$ cat src/rtl/uart_tx_fifo.sv
// UART transmitter fed by a byte FIFO; frame format (5-8 data bits, parity, 1/2 stop)
// is latched per byte when it is popped, so host config changes never corrupt a frame.
module uart_tx_fifo #(
    parameter int unsigned OVS        = 16,
    parameter int unsigned FIFO_DEPTH = 4
) (
    input  logic                          clk,
    input  logic                          rst,
    input  logic                          s_tick,
    input  logic                          wr_en,
    input  logic [7:0]                    din,
    input  logic [1:0]                    cfg_dbits,
    input  logic [1:0]                    cfg_parity,
    input  logic                          cfg_stop,
    output logic                          tx,
    output logic                          tx_done,
    output logic                          tx_idle,
    output logic                          full,
    output logic [$clog2(FIFO_DEPTH):0]   fifo_count
);

    localparam int unsigned AW = $clog2(FIFO_DEPTH);
    localparam int unsigned CW = AW + 1;
    localparam int unsigned TW = (OVS > 1) ? $clog2(OVS) : 1;

    localparam logic [CW-1:0] CountFull = CW'(FIFO_DEPTH);
    localparam logic [TW-1:0] TickMax   = TW'(OVS - 1);

    localparam logic [2:0] StIdle   = 3'd0;
    localparam logic [2:0] StStart  = 3'd1;
    localparam logic [2:0] StData   = 3'd2;
    localparam logic [2:0] StParity = 3'd3;
    localparam logic [2:0] StStop   = 3'd4;
    localparam logic [2:0] StDone   = 3'd5;

    // FIFO storage and pointers
    logic [7:0]    mem_q [FIFO_DEPTH];
    logic [AW-1:0] wr_ptr_q, rd_ptr_q;
    logic [CW-1:0] count_q, count_d;
    logic          push, pop;
    logic [7:0]    head;

    // Transmit datapath
    logic [2:0]    state_q, state_d;
    logic [TW-1:0] tick_q, tick_d;
    logic [2:0]    bit_q, bit_d;
    logic [7:0]    shreg_q, shreg_d;
    logic [1:0]    dbits_q, dbits_d;
    logic          par_en_q, par_en_d;
    logic          par_bit_q, par_bit_d;
    logic          stop2_q, stop2_d;
    logic          tx_q, tx_d;

    logic          tick_last;
    logic [7:0]    data_mask;
    logic          cfg_par_en;
    logic          cfg_par_bit;

    // A write while full is dropped even if a pop frees a slot in the same cycle.
    assign push = wr_en && (count_q != CountFull);
    assign pop  = (state_q == StIdle) && (count_q != '0);
    assign head = mem_q[rd_ptr_q];

    always_comb begin
        count_d = count_q;
        unique case ({push, pop})
            2'b10:   count_d = count_q + CW'(1);
            2'b01:   count_d = count_q - CW'(1);
            default: count_d = count_q;
        endcase
    end

    always_ff @(posedge clk) begin
        if (push) begin
            mem_q[wr_ptr_q] <= din;
        end
    end

    always_ff @(posedge clk) begin
        if (rst) begin
            wr_ptr_q <= '0;
            rd_ptr_q <= '0;
            count_q  <= '0;
        end else begin
            if (push) begin
                wr_ptr_q <= wr_ptr_q + AW'(1);
            end
            if (pop) begin
                rd_ptr_q <= rd_ptr_q + AW'(1);
            end
            count_q <= count_d;
        end
    end

    // Parity is precomputed from the masked head byte at pop time.
    assign data_mask   = 8'hFF >> (2'd3 - cfg_dbits);
    assign cfg_par_en  = (cfg_parity == 2'b01) || (cfg_parity == 2'b10);
    assign cfg_par_bit = (^(head & data_mask)) ^ (cfg_parity == 2'b10);

    assign tick_last = s_tick && (tick_q == TickMax);

    always_comb begin
        state_d   = state_q;
        tick_d    = tick_q;
        bit_d     = bit_q;
        shreg_d   = shreg_q;
        dbits_d   = dbits_q;
        par_en_d  = par_en_q;
        par_bit_d = par_bit_q;
        stop2_d   = stop2_q;
        tx_d      = tx_q;

        if ((state_q != StIdle) && (state_q != StDone) && s_tick) begin
            tick_d = tick_last ? '0 : tick_q + TW'(1);
        end

        case (state_q)
            StIdle: begin
                if (pop) begin
                    shreg_d   = head;
                    dbits_d   = cfg_dbits;
                    par_en_d  = cfg_par_en;
                    par_bit_d = cfg_par_bit;
                    stop2_d   = cfg_stop;
                    tick_d    = '0;
                    bit_d     = '0;
                    tx_d      = 1'b0;
                    state_d   = StStart;
                end
            end
            StStart: begin
                if (tick_last) begin
                    tx_d    = shreg_q[0];
                    bit_d   = '0;
                    state_d = StData;
                end
            end
            StData: begin
                if (tick_last) begin
                    if (bit_q == ({1'b0, dbits_q} + 3'd4)) begin
                        bit_d = '0;
                        if (par_en_q) begin
                            tx_d    = par_bit_q;
                            state_d = StParity;
                        end else begin
                            tx_d    = 1'b1;
                            state_d = StStop;
                        end
                    end else begin
                        bit_d   = bit_q + 3'd1;
                        shreg_d = shreg_q >> 1;
                        tx_d    = shreg_q[1];
                    end
                end
            end
            StParity: begin
                if (tick_last) begin
                    tx_d    = 1'b1;
                    bit_d   = '0;
                    state_d = StStop;
                end
            end
            StStop: begin
                if (tick_last) begin
                    // bit_q counts completed stop bits: done after 1 or 2.
                    if (bit_q[0] == stop2_q) begin
                        state_d = StDone;
                    end else begin
                        bit_d = bit_q + 3'd1;
                    end
                end
            end
            StDone: begin
                state_d = StIdle;
            end
            default: begin
                state_d = StIdle;
                tx_d    = 1'b1;
            end
        endcase
    end

    always_ff @(posedge clk) begin
        if (rst) begin
            state_q   <= StIdle;
            tick_q    <= '0;
            bit_q     <= '0;
            shreg_q   <= '0;
            dbits_q   <= '0;
            par_en_q  <= 1'b0;
            par_bit_q <= 1'b0;
            stop2_q   <= 1'b0;
            tx_q      <= 1'b1;
        end else begin
            state_q   <= state_d;
            tick_q    <= tick_d;
            bit_q     <= bit_d;
            shreg_q   <= shreg_d;
            dbits_q   <= dbits_d;
            par_en_q  <= par_en_d;
            par_bit_q <= par_bit_d;
            stop2_q   <= stop2_d;
            tx_q      <= tx_d;
        end
    end

    assign tx         = tx_q;
    assign tx_done    = (state_q == StDone);
    assign tx_idle    = (state_q == StIdle) && (count_q == '0);
    assign full       = (count_q == CountFull);
    assign fifo_count = count_q;

endmodule

$ cat config.mk
export PLATFORM = sky130hd
export DESIGN_NAME = uart_tx_fifo
export DESIGN_NICKNAME = d
export VERILOG_FILES = /design/src/rtl/uart_tx_fifo.sv
export SDC_FILE = /design/constraint.sdc
export NUM_CORES = 1
export LEC_CHECK = 0
export CAP_MARGIN = 20
export CORE_MARGIN = 3
export CORE_UTILIZATION = 45
export CTS_BUF_LIST = sky130_fd_sc_hd__clkbuf_8 sky130_fd_sc_hd__clkbuf_16
export DETAILED_ROUTE_END_ITERATION = 8
export HOLD_SLACK_MARGIN = 0.06
export SETUP_SLACK_MARGIN = 0.4
export SYNTH_ARGS = -nofsm -noshare
export SYNTH_HDL_FRONTEND = slang
export SYNTH_SLANG_ARGS = --single-unit
$ cat constraint.sdc
create_clock -name clk -period 6.7 [get_ports clk]
set_input_delay 1.005 -clock clk [delete_from_list [all_inputs] [get_ports clk]]
set_output_delay 1.005 -clock clk [all_outputs]
set_load 0.01 [all_outputs]
**Yosys cells after proc, flatten, opt, wreduce, memory -nomap -nowiden**

Memories as Yosys holds them, arrays and structs flattened. A register that Yosys moved wholly into a read port is not among the register bits.
Cells that the tools add are included.

- Bits in latches: 0
- Input bits: 17
- Bits in writable memories: 32
- Memories: 1
- Output and inout bits: 7
- Bits in read-only memories: 0
- Register bits: 31
- Word-level logic and storage cells: 108

Memory list:

| name | depth | bits a word | rd ports | clocked after memory_dff | wr ports | RTL line | text |
|---|---|---|---|---|---|---|---|
| mem_q | 4 | 8 | 1 | 1 | 1 | 37 | `logic [7:0] mem_q [FIFO_DEPTH];` |

- Div/mod/pow operators: 0
- Shift operators: 1
- Multiply operators: 0
- Equal/unequal tests: 25
- Bitwise logic cells: 3
- Reduce and logical (&&, ||, !) cells: 22
- Multiplexer cells: 36
- Add/subtract/negate cells: 8
- Magnitude comparators: 0

Operators with widths:

| operator | number |
|---|---|
| 2-to-1 mux 3 bit | 14 |
| 2-to-1 mux 8 bit | 3 |
| inequality test 2 bit (second input constant) | 9 |
| 2-to-1 mux 4 bit | 4 |
| case mux 8 bit (2 select lines) | 1 |
| case mux 3 bit (5 select lines) | 1 |
| case mux 3 bit (4 select lines) | 1 |
| equality test 3 bit (second input constant) | 3 |
| AND 8 bit | 1 |
| 2-to-1 mux 1 bit | 8 |
| XOR reduction 8 bit | 1 |
| >> shifter 8 x 2 -> 8 bit (first input constant) | 1 |
| AND reduction 7 bit | 1 |
| adder 3 x 1 -> 3 bit (second input constant) | 2 |
| equality test 3 x 2 -> 1 bit (second input constant) | 2 |
| logical AND 1 bit | 6 |
| zero test 3 bit | 2 |
| inequality test 3 bit (second input constant) | 2 |
| case mux 3 bit (2 select lines) | 1 |
| AND reduction 6 bit | 1 |
| nonzero test 3 bit | 2 |
| case mux 1 bit (5 select lines) | 1 |
| AND reduction 5 bit | 1 |
| adder 2 x 1 -> 2 bit (second input constant) | 2 |
| 20 further kinds | 25 |

**Depth between registers and ports, before layout**

- Word-level depth: 6
- Mapped depth: 11
- Depth with buffers taken out: 10

**Least setup slack after synthesis**

Ideal clock, no wire load.

- Path type: register to register
- Start: register state_q[2]
- End: register count_q[2], in the netlist fifo_count[2]
- Clock period less this slack: 2.668 ns
- Stages on the path, launching flop included: 11
- Library setup time: 0.071 ns
- Data required time: 6.629 ns
- Slack: 4.032 ns
- Arrival: 2.598 ns
- Buffers on the path: 2
- Cell sequence: dfxtp_1 buf_2 or3_1 nor2_1 clkbuf_1 ha_1 inv_1 fa_1 xor2_1 or3_1 a21oi_1

- Word-level cells in the longest chain between the ends: 4
- Elaborated cells on any way between the ends: 6
- Classes of those cells: eq/ne: 2; mux: 1; reduce/logical: 3

Ends and longest elaborated chain:

| what | RTL line | text |
|---|---|---|
| start: declaration | 44 | `logic [2:0] state_q, state_d;` |
| start signal: assignment | 185 | `state_q <= StIdle;` |
| start signal: assignment | 195 | `state_q <= state_d;` |
| zero test 3 bit (*) | 61 | `assign pop = (state_q == StIdle) && (count_q != '0);` |
| logical AND 1 bit (*) | 61 |  |
| via pop | 40 | `logic push, pop;` |
| equality test 2 x 1 -> 1 bit or equality test 2 bit (tied branches) | 66 | `unique case ({push, pop})` |
| case mux 3 bit (2 select lines) or nonzero test 2 bit (tied branches) | n/a |  |
| end signal: assignment | 91 | `count_q <= count_d;` |
| end: declaration | 39 | `logic [CW-1:0] count_q, count_d;` |

Mark *: on every way through the listed nets, which the timed path passes. The rest lies on a longest branch.
A chain may end at the register's enable or synchronous reset.

**Final worst setup path**

- Start: register state_q[1]
- End: output port tx_idle

- Word-level cells in the longest chain between the ends: 2

Ends and longest elaborated chain:

| what | RTL line | text |
|---|---|---|
| zero test 3 bit | 209 | `assign tx_idle = (state_q == StIdle) && (count_q == '0);` |
| logical AND 1 bit | 209 |  |
| end: declaration | 17 | `output logic tx_idle,` |

No other way between the ends.

==> flow_summary_export.csv <==
group,metric,value,unit
worst_setup_path,data_required_time_at_the_worst_endpoint,5.69,ns
yosys,yosys_warnings,0,
die,placement_rows,29,
grt,grt_pass1_wl,9100,um
finish,drive_above_1_share,0.0943,
sta,max-slew-margin-rel,0.453,
sta,final-hold-violation-count,0,
finish,antenna-diode-count,0,
die,placeableCoreArea,0.00642,mm2
grt,gr_overflow_total,0,
sta,clock_tree_skew_after_final_layout,0.0127,ns
yosys,post_synth_top_flop,"dfxtp_1",
grt,grt_pass1_vias,1923,
place,place_ws,3.52,ns
place,dp.final_hpwl,3750,um
yosys,ys_seq_elements,65,
power,pwr_density_cell,405,mW/mm2
sta,slew_viol_final,0,
die,design.portCount,24,
sta,totalNegativeSetupSlack,0,ns
worst_setup_path,largest_fanout_of_any_net_on_the_critical_path,23,
place,rd_place_congestion,0.787,
die,die-height,88.1,um
route,wl_met1,2510,um
yosys,post_synthesis_async_set_or_reset_flop_share,0,
grt,antenna_found_initial,0,
sta,setup_viol,0,
run,max_cap_viol_count,0,
die,fp.dieW,88.1,um
worst_setup_path,reg2reg_to,"shreg_q[5]",
min_path,hp-class,"flip-flop to flip-flop",
clocking,ctsHoldBuffers,0,
yosys,synth_nets,295,
worst_setup_path,r2r-start,"state_q[1]",
sta,post-route-period-util,0.491,
worst_setup_path,criticalPathCategory,"flip-flop to primary output",
place,numPlacedInstances,358,
clocking,worst_skew_pair.late_latency,0.33,ns
die,die-area,0.00776,mm2
grt,tot_gr_track_use,0.155,
power,max-vdd-ir-drop,211,uV
yosys,synth_cell_types,49,
finish,area_growth_from_synthesis_to_layout,15.5,%
sta,max_freq,304,MHz
yosys,synth-seq-area-share,0.535,
clocking,num_cts_buffers,9,
worst_setup_path,worst_setup_path_start_kind,"flip-flop",
route,detail_route.drc_violations,0,
route,detailroute.wirelength.met3,173,um
sta,timing_worst_slew_pin_value,0.820,ns
yosys,postSynthCellCount,269,
route,detail_route.iter0.violations,70,
clocking,buffer_type_at_the_clock_tree_root,"clkbuf_8",
route,routed-via-count,1989,
yosys,netlist_area,0.00303,mm2
power,report.power.total,1420,uW
clocking,clockBufferDepth,2,
worst_setup_path,ff2ff_setup_slack,4.07,ns
clocking,cts-htree-levels,3,
finish,layout.cells.non_filler,374,
yosys,synth_edf_count,32,
sta,timing.final.ws_setup,3.41,ns
route,wire_per_inst,14.3,um
worst_setup_path,reg2regPathDepth,5,
outcome,status,"complete, no violations",
clocking,clk_pin_slew,0.08,ns
clocking,cts_repair_resize_count,0,
clocking,clkSinkCount,65,
die,floorplan.initialDensity,0.472,
route,via_to_cell_ratio,5.32,
finish,nFillCells,580,
yosys,mapped_avg_cell_area,11.3,um2
route,number_of_nets_with_antenna_violations_after_detailed_routing,0,
clocking,clock_tree_from_tritoncts,"built",
sta,grt_setup_unrepaired,"false",
worst_setup_path,worstSetupEndpoint,"tx_idle",
power,cellLeakagePower,0.00125,uW
clocking,cts_post_setup_buffers_inserted,0,
grt,grt_start_max_net_pins,33,
route,first_pass_iters,4,
sta,finalWorstPathRequiredPeriod,3.29,ns
worst_setup_path,timing.critical_path.from,"state_q[1]",
route,finalWirelength,5360,um
place,port_buffers,23,
route,top_layer,"met4",
sta,timing.hold.ws,0.475,ns
worst_setup_path,endpoint_kind,"primary output",
finish,numnets_final,318,
worst_setup_path,worstPathArrival,2.28,ns
route,met2_wirelength,2630,um
[worst max-delay path: stages (launching register included)]
cell and delay, ns:
dfxtp_1 0.56, nor2_1 0.33, and3_1 0.45, clkdlybuf4s50_1 0.62
[through the flow]
step                cell area (um2)   util
finish                         3500  0.545
global route                   3500  0.545
CTS                            3500  0.545
detailed placement             3300  0.514
global placement               3300  0.514
floorplan                      3030      -
[synthesized netlist by cell type (2+ instances only)]
cell type | number | area [um2]
and2_1 | 4 | 25.0
inv_1 | 11 | 41.3
o21ai_0 | 11 | 55.1
nand2_1 | 25 | 93.8
clkbuf_1 | 7 | 26.3
nor3_1 | 9 | 45.0
edfxtp_1 | 32 | 961
nor2_1 | 22 | 82.6
dfxtp_1 | 33 | 661
xor2_1 | 9 | 78.8
a211oi_1 | 3 | 22.5
nand4_1 | 2 | 12.5
a21oi_1 | 20 | 100
nand2b_1 | 4 | 25.0
nand3_1 | 10 | 50.1
and3_1 | 5 | 31.3
ha_1 | 8 | 100
mux4_1 | 2 | 52.6
mux2i_1 | 4 | 40.0
xnor2_1 | 4 | 35.0
a21o_1 | 2 | 15.0
a311oi_1 | 7 | 61.3
buf_2 | 2 | 10.0
mux4_2 | 6 | 135
or3_1 | 3 | 18.8
[registers in the layout (all words and copies together), names as in the netlist, named ones only]
signal      cells
par_en_q        1
rd_ptr_q        2
mem_q          32
state_q         3
par_bit_q       1
stop2_q         1
shreg_q         8
tx              1
dbits_q         2
tick_q          4
wr_ptr_q        2
bit_q           3
fifo_count      3
[placed cells by master, fill, tap and decap left out, types with 5 or more instances in the layout]
cell type / count
xor2_1: 9
nor3_1: 9
a311oi_1: 7
and3_1: 5
ha_1: 8
clkbuf_8: 9
mux4_2: 6
inv_1: 11
clkdlybuf4s50_1: 23
o21ai_0: 11
dfxtp_1: 33
nand3_1: 10
nand2_1: 25
edfxtp_1: 32
nor2_1: 22
a21oi_1: 20
[worst min path at each step]
| stage | startpoint | endpoint | slack, ns | depth (start not counted) |
|---|---|---|---|---|
| 4_1_cts | bit_q[2] | bit_q[2] | 0.48 | 2 |
| 5_1_grt | bit_q[2] | bit_q[2] | 0.51 | 2 |
| 3_3_place_gp | shreg_q[7] | shreg_q[7] | 0.46 | 2 |
| 2_1_floorplan | shreg_q[7] | shreg_q[7] | 0.45 | 2 |
| 6_report | bit_q[2] | bit_q[2] | 0.48 | 2 |
| 3_5_place_dp | bit_q[2] | bit_q[2] | 0.47 | 2 |
[area by class of cell]
class	instances	area (um2)	area share
Sequential cell	65	1620	0.463
Multi-Input combinational cell	180	1300	0.370
Timing Repair Buffer	25	245	0.0700
Clock buffer	9	124	0.0354
Tap cell	77	96.3	0.0275
Clock inverter	7	77.6	0.0221
Inverter	11	41.3	0.0118
[kinds of logic after synthesis]
group                      share of synthesized area
adders and majority gates                     0.0396
xor gates and xnor gates                      0.0503
muxes                                         0.0788
DFF                                            0.535
AOI/OAI and AO/OA                              0.115
buffers and inverters                         0.0375
and+or+nand+nor                                0.144
[metal layers]
metal | vias to the layer above | global-route usage
li1 | 1031 | -
met1 | 921 | 0.198
met2 | 32 | 0.247
met3 | 5 | 0.0555
met4 | 0 | 0.0495
met5 | - | 0
[power by group]
part	internal [uW]	total [uW]	leakage (uW)	switching (uW)
combinational	251	528	0.000587	277
sequential	498	563	0.000564	65.4
clock	175	329	0.000102	154
total	923	1420	0.00125	496
No activity file was read; power rests on OpenSTA's default activity.
==> edit 1, RTL diff (config.mk and constraints unchanged) <==
Take the reset off `shreg_q` and load it in a clocked block of its own.
--- a/src/rtl/uart_tx_fifo.sv
+++ b/src/rtl/uart_tx_fifo.sv
@@ -185,7 +185,6 @@
             state_q   <= StIdle;
             tick_q    <= '0;
             bit_q     <= '0;
-            shreg_q   <= '0;
             dbits_q   <= '0;
             par_en_q  <= 1'b0;
             par_bit_q <= 1'b0;
@@ -195,7 +194,6 @@
             state_q   <= state_d;
             tick_q    <= tick_d;
             bit_q     <= bit_d;
-            shreg_q   <= shreg_d;
             dbits_q   <= dbits_d;
             par_en_q  <= par_en_d;
             par_bit_q <= par_bit_d;
@@ -204,6 +202,10 @@
         end
     end
 
+    always_ff @(posedge clk) begin
+        shreg_q <= shreg_d;
+    end
+
     assign tx         = tx_q;
     assign tx_done    = (state_q == StDone);
     assign tx_idle    = (state_q == StIdle) && (count_q == '0);
Function: same outputs for any inputs over 10 cycles, from zero or initial values and one cycle with rst high; that may be too few to reach the edited logic, so the function may still have changed.
==> edit 1 against the original RTL <==
- area after synthesis down 2.0%
- final area shrank 0.54%
- sequential share of layout area up 2.5 points
- clock skew shrank 0.83 ps
- total power increased by 4.8%
- routed wire length is 1.7% lower
- setup slack lost 260 ps
- hold slack worse by 4.5 ps
- sequential cell count did not move
- critical endpoint unchanged
- highest routed layer unchanged
==> edit 1: results (changes against the original RTL) <==
finish:
  nFillCells: 534  # -7.9%
  reg_top3: "mem_q (32), shreg_q (8), tick_q (4)"
  diodes: 0  # unchanged
  num-nets-final: 291  # -8.5%
  drive_above_1_share: 0.1370  # +0.04276
synth:
  synth_top_flop_cell: "edfxtp_1"
  synth_edf_count: 40  # +25%
  yosysSeqAreaShare: 0.5726  # +0.03798
  async_flop_share: 0  # unchanged
  syn_nets: 264  # -11%
  ys_warn_count: 0  # unchanged
  yosys-top-cells-count: "40 x edfxtp_1, 25 x dfxtp_1, 18 x nor2_1, 17 x a21oi_1, 15 x nand2_1"
  synth_cell_type_count: 43  # -12%
  synthTopCellsByArea: "edfxtp_1 40%, dfxtp_1 17%, mux4_2 4.5%, mux2_2 3.4%, ha_1 3.4%"
clock_tree:
  clk_latency_ps: 340
  postCtsSetupBuffers: 0  # unchanged
  clockRootBuffer: "clkbuf_8"
  cts_made_buffers: 9  # unchanged
  ctsResizeCount: 0  # unchanged
  clk_pin_slew_worst_paths_ps: 80  # about the same
  cts.path.max_buffers: 2  # unchanged
  ctsHtreeMaxLevel: 3  # unchanged
hold_path:
  hp-class: "flop to flop"
detailed_routing:
  wl_um: 5271  # -1.7%
  ant_nets: 0  # unchanged
  firstDrtPassIters: 4  # unchanged
  vias: 1864  # -6.3%
  drtIter0Drc: 43  # -39%
global_route:
  grt_max_degree: 25  # -24%
  grt_pass1_vias: 1821  # -5.3%
  grt_pass1_wl_um: 8769  # -3.6%
  antenna_found_initial: 0  # unchanged
  track_usage: 0.1535  # -0.001143
setup_path:
  rr_worst_depth: 9  # +4
  worstPathMaxFanout: 16  # -30%
  crit_arrival_ps: 2540  # +260 ps
  r2r-end: "fifo_count[2]"
  crit_path_end: "tx_idle"
  r2r_slack_ps: 4100  # +30 ps
  startpoint: "state_q[2]"
power:
  ir_drop_uv: 225.1  # +6.8%
  cellLeakagePower_nw: 1.235  # -1.5%
outcome:
  outcome: "completed"
placed_design:
  place_hpwl_um: 3631  # -3.2%
  globalplace.congestion: 0.7914  # +0.53%
  io_buffers: 23  # unchanged
sta:
  fin_skew_ps: 11.92  # -0.8277 ps
  worst_pin_slew_ps: 935.1  # +114.8 ps
## edit 1: worst min path at each step
stage                     from    endpoint  slack, ps  cells after the start
finish                 stop2_q     stop2_q        470                      2
floorplan              stop2_q     stop2_q        450                      2
CTS                    stop2_q     stop2_q        470                      2
detailed placement     stop2_q     stop2_q        460                      2
global placement       stop2_q     stop2_q        460                      2
global route        dbits_q[1]  dbits_q[1]        490                      2
## edit 1: cell type report
| type | count | area share |
|---|---|---|
| clock inverters | 7 | 0.02442 |
| repair buffers | 26 | 0.07181 |
| flip-flops and latches | 65 | 0.4883 |
| inverters | 10 | 0.01077 |
| well taps | 75 | 0.02693 |
| multi-input cells | 153 | 0.3422 |
| clock buffers | 9 | 0.03555 |
## edit 1: power by group
part	internal (mW)	total (mW)	switching, mW
Clock	0.179	0.350	0.170
Sequential	0.532	0.602	0.0701
Combinational	0.259	0.536	0.277
## edit 1: worst max-delay path, stage by stage, from the launching register on
cell and delay (ps):
dfxtp_1 470, or3_1 480, nor4_2 590, clkdlybuf4s50_1 670
## edit 1: cells by family after synthesis
logic type,count (synthesis),share of synthesized area
and+or+nand+nor,71,0.1204
DFF,65,0.5726
AOI/OAI and AO/OA,38,0.07958
buffers and inverters,20,0.02821
muxes,20,0.1074
xor gates and xnor gates,15,0.05137
adders and majority gates,9,0.04042
## edit 1: layer usage
metal / share of wire / vias to the layer above / GRT usage
li1: - / 936 / -
met1: 0.49 / 896 / 0.2055
met2: 0.46 / 24 / 0.2342
met3: 0.026 / 8 / 0.03406
met4: 0.020 / 0 / 0.07810
met5: 0 / - / 0
## edit 1: through the flow
step                      hold slack [ps]  cell area, µm²  worst slack (ps)  cells
final                               470.7            3485              3152    345
after global routing                491.1            3485              2976    345
after CTS                           472.8            3477              3136    344
after detailed placement            463.0            3268              3403    328
after global placement              457.9            3263              3467    327
after floorplan                     448.1            2972              3520    238
==> edit 2, RTL diff (same flow settings) <==
Made on the original files. `FIFO_DEPTH`: 4 -> 16.
--- a/src/rtl/uart_tx_fifo.sv
+++ b/src/rtl/uart_tx_fifo.sv
@@ -2,7 +2,7 @@
 // is latched per byte when it is popped, so host config changes never corrupt a frame.
 module uart_tx_fifo #(
     parameter int unsigned OVS        = 16,
-    parameter int unsigned FIFO_DEPTH = 4
+    parameter int unsigned FIFO_DEPTH = 16
 ) (
     input  logic                          clk,
     input  logic                          rst,
Ports: changed (resized fifo_count); port bits go from 24 to 26. The function was not compared with the original's and may differ.
==> edit 2 against the original RTL <==
- sequential cell count grew 104
- non-clock buffer count grew 7
- sequential share of layout area grew 11 points
- total power grew 110%
- area after synthesis grew 130%
- final area grew 130%
- routed wire length grew to 2.6 times the old value
- setup slack lost 130 ps
- critical path type is now flop to flop
- critical endpoint is now fifo_count[4]
==> edit 2: results (changes against the original RTL) <==
setup_path:
  crit_arrival_ps: 3770  # +1490 ps
  worstPathMaxFanout: 17  # -26%
  cpPeakStageDelay_ps: 710  # +90 ps
  regToRegStartpoint: "state_q[0]"
  r2r_slack_ps: 3280  # -790 ps
  r2r-end: "fifo_count[4]"
  rr_worst_depth: 11  # +6
  critPathSlowestCell: "and3_1"
synth:
  synthXorXnorAreaFrac: 0.03132  # -0.01901
  avgSynthCellArea_um2: 15.26  # +35%
  synth_cell_type_count: 48  # -2.0%
  synth_fa_ha_area_frac: 0.02112  # -0.01849
  yosysSeqAreaShare: 0.6560  # +0.1213
  synth_compound_area_frac: 0.06335  # -0.05134
  synth_edf_count: 128  # +300%
  synthTopCellsByArea: "edfxtp_1 54%, dfxtp_1 12%, mux4_1 6.3%, mux4_2 5.1%, nor2_1 2.9%"
  yosys-mux-area-fraction: 0.1290  # +0.05019
  syn_nets: 495  # +68%
  synth_top_flop_cell: "edfxtp_1"
power:
  cellLeakagePower_nw: 2.691  # +110%
  switchingPower_uw: 899.4  # +81%
  ir_drop_uv: 218.2  # +3.6%
detailed_routing:
  firstDrtPassIters: 4  # unchanged
  routedWlPerCell_um: 19.29  # +35%
  drtIter0Drc: 231  # +230%
  viasPerCell: 5.388  # +1.3%
  wl_um: 13770  # +160%
clock_tree:
  clk_latency_ps: 420  # +90 ps
  cts_made_buffers: 17  # +8
  clk_pin_slew_worst_paths_ps: 60  # -20 ps
  postCtsSetupBuffers: 0  # unchanged
  ctsHtreeMaxLevel: 4  # +1
sta:
  holdWs_ps: 475.5  # +0.2990 ps
  worst_pin_slew_ps: 985.4  # +165.1 ps
  fin_skew_ps: 9.338  # -3.411 ps
placed_design:
  place_area_um2: 7532  # +130%
  dpl_worst_slack_ps: 3020  # -504.0 ps
  place_hpwl_um: 8792  # +130%
  globalplace.congestion: 0.8460  # +7.5%
  dp.cells: 681  # +90%
  io_buffers: 25  # +8.7%
hold_path:
  hold_start: "tx"
  hold_end: "tx"
  holdPathStages: 1  # -1
  hp-class: "flop to flop"
finish:
  drive_above_1_share: 0.1213  # +0.02700
  largest_reg_flops: 128  # +300%
  nFillCells: 1286  # +120%
  num-nets-final: 519  # +63%
global_route:
  grt_pass1_vias: 3838  # +100%
  track_usage: 0.1666  # +0.01187
  grt_max_degree: 36  # +9.1%
outcome:
  outcome: "completed"
## edit 2: critical path, delay by kind of cell, from the launching register on
kind | cells | cell delay (ps)
DFF | 1 | 420
and+or+nand+nor | 3 | 1400
xor gates and xnor gates | 2 | 340
AOI/OAI and AO/OA | 4 | 500
adders and majority gates | 2 | 700
## edit 2: cells by family after synthesis
family          after synthesis
xor+xnor                     23
buf+inv                      37
mux                          44
flops                       169
fa+ha+maj                    12
simple gates                113
compound gates               68
## edit 2: layer usage
metal | track usage | vias to the layer above | wire length (µm)
li1 | - | 1836 | -
met1 | 0.2302 | 1926 | 6374
met2 | 0.2628 | 73 | 6676
met3 | 0.04518 | 12 | 545
met4 | 0.04726 | 0 | 178
met5 | 0 | - | 0
## edit 2: area by class of cell
class	count	area, µm²	share of cell area
Clock buffer	17	425.4	0.05257
Clock inverter	15	126.4	0.01562
Inverter	10	37.54	0.004639
Multi-Input combinational cell	260	2256	0.2788
Sequential cell	169	4667	0.5768
Tap cell	211	264.0	0.03263
Timing Repair Buffer	32	315.3	0.03897
## edit 2: how the worst max path moves through the flow
stage,startpoint,to,slack [ps],depth (start not counted)
2_1_floorplan,fifo_count[1],fifo_count[4],3320,16
3_3_place_gp,wr_en,fifo_count[4],3140,12
3_5_place_dp,wr_en,fifo_count[4],3020,12
4_1_cts,state_q[0],fifo_count[4],3280,11
5_1_grt,state_q[0],fifo_count[4],2930,11
6_report,state_q[0],fifo_count[4],3280,11
## edit 2: power by group through the flow
stage          Clock [mW]  Combinational, mW  Sequential [mW]
2_1_floorplan           0              0.685             1.27
3_3_place_gp            0              0.773             1.36
3_5_place_dp            0              0.818             1.34
4_1_cts             0.932              0.823             1.32
5_1_grt             0.977              0.903             1.33
6_report            0.915              0.809             1.32
